===== config.mk =====
export PLATFORM = sky130hd
export DESIGN_NAME = mips_imem_loader
export DESIGN_NICKNAME = d
export VERILOG_FILES = /design/src/rtl/mips_imem_loader.sv
export SDC_FILE = /design/constraint.sdc
export NUM_CORES = 1
export LEC_CHECK = 0
export ABC_AREA = 1
export CAP_MARGIN = 20
export CORE_MARGIN = 2
export CORE_UTILIZATION = 50
export DETAILED_ROUTE_END_ITERATION = 6
export DONT_BUFFER_PORTS = 1
export GPL_TIMING_DRIVEN = 0
export PLACE_DENSITY = 0.7
export SYNTH_ARGS = -nofsm -noshare
export SYNTH_HDL_FRONTEND = slang
export SYNTH_SLANG_ARGS = --single-unit

===== constraint.sdc =====
create_clock -name clk -period 1.9 [get_ports clk]
set_input_delay 0.19 -clock clk [delete_from_list [all_inputs] [get_ports clk]]
set_output_delay 0.19 -clock clk [all_outputs]
set_load 0.03 [all_outputs]

===== src/rtl/mips_imem_loader.sv =====
// Instruction memory program loader: packs a big-endian byte stream into 32-bit
// words, writes them at consecutive word addresses and holds the core in reset meanwhile.
module mips_imem_loader #(
   parameter int DATA_WIDTH = 32,
   parameter int IMEM_DEPTH = 1024,
   parameter int ADDR_WIDTH = 10
) (
   input  logic                  clk,
   input  logic                  rst,
   input  logic                  start,
   input  logic [ADDR_WIDTH:0]   word_count,
   input  logic [7:0]            s_byte,
   input  logic                  s_valid,
   output logic                  s_ready,
   output logic                  imem_we,
   output logic [ADDR_WIDTH-1:0] imem_addr,
   output logic [DATA_WIDTH-1:0] imem_wdata,
   output logic                  busy,
   output logic                  done,
   output logic                  error,
   output logic                  cpu_hold
);

   typedef enum logic [1:0] {S_IDLE, S_RECV, S_WRITE, S_DONE} state_t;

   localparam logic [ADDR_WIDTH:0]   DEPTH_W  = IMEM_DEPTH[ADDR_WIDTH:0];
   localparam logic [ADDR_WIDTH:0]   ONE_CNT  = {{ADDR_WIDTH{1'b0}}, 1'b1};
   localparam logic [ADDR_WIDTH-1:0] ONE_ADDR = {{(ADDR_WIDTH-1){1'b0}}, 1'b1};

   state_t                state_q;
   logic                  s_ready_q, imem_we_q, busy_q, done_q, error_q, cpu_hold_q;
   logic [ADDR_WIDTH-1:0] imem_addr_q, word_idx_q;
   logic [DATA_WIDTH-1:0] imem_wdata_q;
   logic [ADDR_WIDTH:0]   cnt_q;
   logic [1:0]            byte_idx_q;
   logic [23:0]           shreg_q;

   logic                  count_ok_d, last_word_d;
   logic [DATA_WIDTH-1:0] word_d;

   assign count_ok_d  = (word_count != '0) && (word_count <= DEPTH_W);
   assign last_word_d = (({1'b0, word_idx_q} + ONE_CNT) == cnt_q);
   // First three bytes sit in shreg_q; the fourth completes the word directly.
   assign word_d      = {shreg_q, s_byte};

   always_ff @(posedge clk) begin
      if (rst) begin
         state_q      <= S_IDLE;
         s_ready_q    <= 1'b0;
         imem_we_q    <= 1'b0;
         imem_addr_q  <= '0;
         imem_wdata_q <= '0;
         busy_q       <= 1'b0;
         done_q       <= 1'b0;
         error_q      <= 1'b0;
         cpu_hold_q   <= 1'b1;
         cnt_q        <= '0;
         word_idx_q   <= '0;
         byte_idx_q   <= '0;
         shreg_q      <= '0;
      end else begin
         imem_we_q <= 1'b0;
         done_q    <= 1'b0;
         unique case (state_q)
            S_IDLE: begin
               if (start) begin
                  if (count_ok_d) begin
                     cnt_q      <= word_count;
                     word_idx_q <= '0;
                     byte_idx_q <= '0;
                     error_q    <= 1'b0;
                     cpu_hold_q <= 1'b1;
                     s_ready_q  <= 1'b1;
                     busy_q     <= 1'b1;
                     state_q    <= S_RECV;
                  end else begin
                     error_q <= 1'b1;
                  end
               end
            end
            S_RECV: begin
               // s_ready_q is high throughout RECV, so s_valid alone is the handshake
               if (s_valid) begin
                  byte_idx_q <= byte_idx_q + 2'd1;
                  shreg_q    <= {shreg_q[15:0], s_byte};
                  if (byte_idx_q == 2'd3) begin
                     s_ready_q    <= 1'b0;
                     imem_we_q    <= 1'b1;
                     imem_addr_q  <= word_idx_q;
                     imem_wdata_q <= word_d;
                     state_q      <= S_WRITE;
                  end
               end
            end
            S_WRITE: begin
               if (last_word_d) begin
                  busy_q  <= 1'b0;
                  done_q  <= 1'b1;
                  state_q <= S_DONE;
               end else begin
                  word_idx_q <= word_idx_q + ONE_ADDR;
                  byte_idx_q <= '0;
                  s_ready_q  <= 1'b1;
                  state_q    <= S_RECV;
               end
            end
            S_DONE: begin
               cpu_hold_q <= 1'b0;
               state_q    <= S_IDLE;
            end
            default: state_q <= S_IDLE;
         endcase
      end
   end

   assign s_ready    = s_ready_q;
   assign imem_we    = imem_we_q;
   assign imem_addr  = imem_addr_q;
   assign imem_wdata = imem_wdata_q;
   assign busy       = busy_q;
   assign done       = done_q;
   assign error      = error_q;
   assign cpu_hold   = cpu_hold_q;

endmodule

==> summary.md <==
| Metric | Value |
|---|---|
| Outcome | `complete, but fails checks` |
| Violated checks | `setup timing` |
| Max Used Layer | `met4` |
| Crit path required time | `around 2.2 ns` |
| DR WL/cell | `between 10 and 15 um` |
| Wire length on met1 | `about 4400 um` |
| Syn nets | `approximately 550` |
| Starting Density | `between 50 and 60%` |
| H-tree levels | `3` |
| Final Setup Violations | `5` |
| Final net count | `586` |
| Post-Place Cell Area | `about 4100 sq um` |
| Kind of critical path | `flip-flop to flip-flop` |
| Mean Syn Cell Area | `approximately 7.6 sq um` |
| Crit path buf inv count | `5` |
| Cells on worst reg2reg path | `15` |
| # Max-Cap Violations | `0` |
| Syn Inst Count | `about 530` |
| Post-DP HPWL | `between 6000 and 7000 um` |
| RSZ-0062 raised after global routing | `true` |
| CP arrival | `2.27 ns` |
| Total wire length | `~9800 um` |
| Initial antenna violation count | `0` |
| Sequential Power Share | `~53%` |
| Most common cell after layout, fill and taps aside | `dfxtp_1` |
| Final Worst Setup Slack | `-0.0607 ns` |
| Total core area | `about 7700 sq um` |
| Post-synthesis simple-gate area fraction | `between 20 and 25%` |
| FF+latch count, synth | `between 90 and 100` |
| CTS sink cnt | `97` |
| Yosys Warn Count | `0` |
| ANT cells | `0` |
| Synth unique cells | `33` |
| CTS Buf Count | `9` |
| Worst-path clk slew | `approximately 0.10 ns` |
| Grt ovf | `0` |
| Hold WS | `between 0.015 and 0.02 ns` |
| Worst-case clock buffer depth | `2` |
| Die area | `between 8000 and 9000 sq um` |
| Hold Path Depth | `2` |
| Maximum number of pins on one net before global-route repair | `19` |
| DRC | `0` |
| Commonest cells after routing, fill and taps aside | `dfxtp_1, nand2_1, o21ai_0` |
| Global placer's final weighted congestion | `about 0.83` |
| Chip height | `between 90 and 100 um` |
| Portion of netlist area occupied by mux cells | `0%` |
| Fmax | `510 MHz` |
| First-pass GRT wire length | `roughly 16000 um` |
| Net Sw Frac | `30.5%` |
| Worst slew margin | `between 50% and 60%` |
| Final Max Tran Viols | `0` |
| Insertion delay to the later sink of the worst-skew pair | `~0.37 ns` |
| Crit-path slowest cell | `dfxtp_4` |
| Tot Pwr | `~4.2 mW` |
| Starting DRC count in detailed routing | `about 240` |
| Setup Skew | `0.0117 ns` |
| Met3 WL | `771 um` |
| CP Launch Type | `flip-flop` |
| Minimum clock period | `about 2.0 ns` |
| CP Max Fanout | `5` |
| Sequential cell area fraction in the yosys report | `between 40% and 50%` |
| Port buffer count | `0` |
| Compound-gate portion of the synthesized area | `16.3%` |
| Internal portion of total power | `2.95 mW` |
| Area added between synthesis and finish | `16.2%` |
| GRT Overall Usage | `23.2%` |
| Logic gate share of total power | `between 10% and 20%` |
| Maximum vdd drop | `approximately 0.52 mV` |
| Layout cells sized above 1 | `between 10% and 20%` |
| Clk network pwr share | `a little under a third` |
| Crit path max-delay family | `simple AND/OR/NAND/NOR gates` |
| R2R setup slack | `-0.06 ns` |
| Root buffer cell | `clkbuf_8` |
| Vias after detailed routing | `~3600` |
| Final period util | `103%` |
| Post-DRT Antenna Nets | `0` |
| Vias in the first global route | `approximately 3300` |
| HP Class | `input port to flip-flop` |
| Pleak | `about 2.0 nW` |
| Crit-path cells | `ha_4 > nand2_2 > inv_2 > buf_12 > nand4_1 > nand2_2 > xor2_2 > nor2_2 > nand2_4 > nand3_4 > buf_12 > buf_16 > nand2_1 > inv_1 > nor2_1` |
| Mapped Area | `between 4000 and 5000 sq um` |
| Detailed Routing Iterations Pass 1 | `4` |
| Final Hold Fails | `0` |
| Critical Path Sink Type | `flip-flop` |
| Routed wl met2 | `roughly 4500 um` |
| Row count | `32` |
| Adder-Cell Fraction of Synth Area | `less than 1%` |
| CTS tree | `yes` |
| P_sw | `about 1.3 mW` |
| Stages on worst setup path | `15` |
| Post-route cell area | `roughly 4600 sq um` |
| Worst Tran Pin Value | `between 0.7 and 0.8 ns` |
| Pwr/cell area | `between 900 and 1000 nW/um^2` |
| Largest stage delay on the critical path | `around 0.38 ns` |
| Largest family of logic cells by synthesized area | `simple AND/OR/NAND/NOR gates` |
| Pre-CTS setup slack | `-0.184 ns` |
| Routed vias/inst | `about 5.3` |
| IO Pins | `between 70 and 80` |
| Post-Synth XOR/XNOR Area | `1.06%` |
| Die width | `just over 90 um` |
power by group through the flow:
stage / Combinational, mW / Sequential, mW / Clock (mW)
floorplan: 0.455 / 2.28 / 0
global placement: 0.552 / 2.30 / 0
detailed placement: 0.567 / 2.30 / 0
CTS: 0.645 / 2.26 / 1.33
global route: 0.750 / 2.28 / 1.42
finish: 0.670 / 2.26 / 1.32
kinds of logic (layout without fill, tap and decap cells):
| logic type | Yosys count | count (layout) |
|---|---|---|
| AND/OR/NAND/NOR | 206 | 207 |
| flip-flops | 97 | 97 |
| buffers and inverters | 91 | 128 |
| XOR/XNOR | 4 | 4 |
| AO/OA/AOI/OAI | 128 | 128 |
| adder cells (fa/ha/maj) | 2 | 2 |
path summary, 6_finish.rpt:
| kind | end | start |
|---|---|---|
| setup / recovery | word_idx_q[3]$_SDFFE_PP0P_ | word_idx_q[1]$_SDFFE_PP0P_ |
| hold / removal | shreg_q[4]$_SDFFE_PP0P_ | s_byte[4] |
| setup reg to reg | word_idx_q[3]$_SDFFE_PP0P_ | word_idx_q[1]$_SDFFE_PP0P_ |
| hold reg to reg | shreg_q[13]$_SDFFE_PP0P_ | shreg_q[13]$_SDFFE_PP0P_ |
cell type report:
| type | instances | area, sq um |
|---|---|---|
| multi-input cells | 341 | 1770 |
| repair buffers | 23 | 256 |
| well taps | 102 | 128 |
| clock inverters | 6 | 57.6 |
| fillers | 696 | 3080 |
| flip-flops and latches | 97 | 1960 |
| clock buffers | 10 | 138 |
| plain buffers | 24 | 105 |
| inverters | 65 | 244 |
timing repair:
item	4_1_cts	5_1_grt
hold endpoints to repair	14	0
setup endpoints to repair	26	57
pin swaps	4	13
buffers inserted	6	2
gates resized for setup	10	28
hold buffers	14	0
gates cloned	1	1
per-layer routing:
metal  vias up  GRT usage [%]
met1      1628           31.1
met5         -              0
met2       121           35.1
met3         9           7.82
li1       1796              -
met4         0           7.60
synth_stat cells, drive strengths merged:
cell / instances / area [sq um]
nand4: 12 / 75.1
o211ai: 1 / 7.51
nand3: 49 / 268
nand3b: 2 / 15.0
a31oi: 1 / 6.26
o21ai: 71 / 355
dfxtp: 97 / 1940
xor2: 2 / 25.0
nor3: 2 / 15.0
buf: 5 / 38.8
nor2: 44 / 218
ha: 2 / 25.0
o22ai: 1 / 6.26
inv: 65 / 244
a21oi: 54 / 278
xnor2: 2 / 17.5
nand2: 97 / 387
clkbuf: 21 / 78.8
registers in the layout (all words and copies together), names as in the netlist:
name	count
busy	1
cpu_hold	1
state_q	2
s_ready	1
imem_wdata	32
done	1
word_idx_q	10
shreg_q	24
imem_we	1
imem_addr	10
cnt_q	11
error	1
byte_idx_q	2
per-stage QoR:
step | cells | util [%] | setup TNS (ns)
5_1_grt | 668 | 60.2 | -1.80
3_3_place_gp | 630 | 53.4 | -1.41
2_1_floorplan | 528 | - | 0
3_5_place_dp | 630 | 53.4 | -2.43
6_report | 668 | 60.2 | -0.208
4_1_cts | 667 | 59.3 | -0.642
Power figures use the tool's default switching activity.
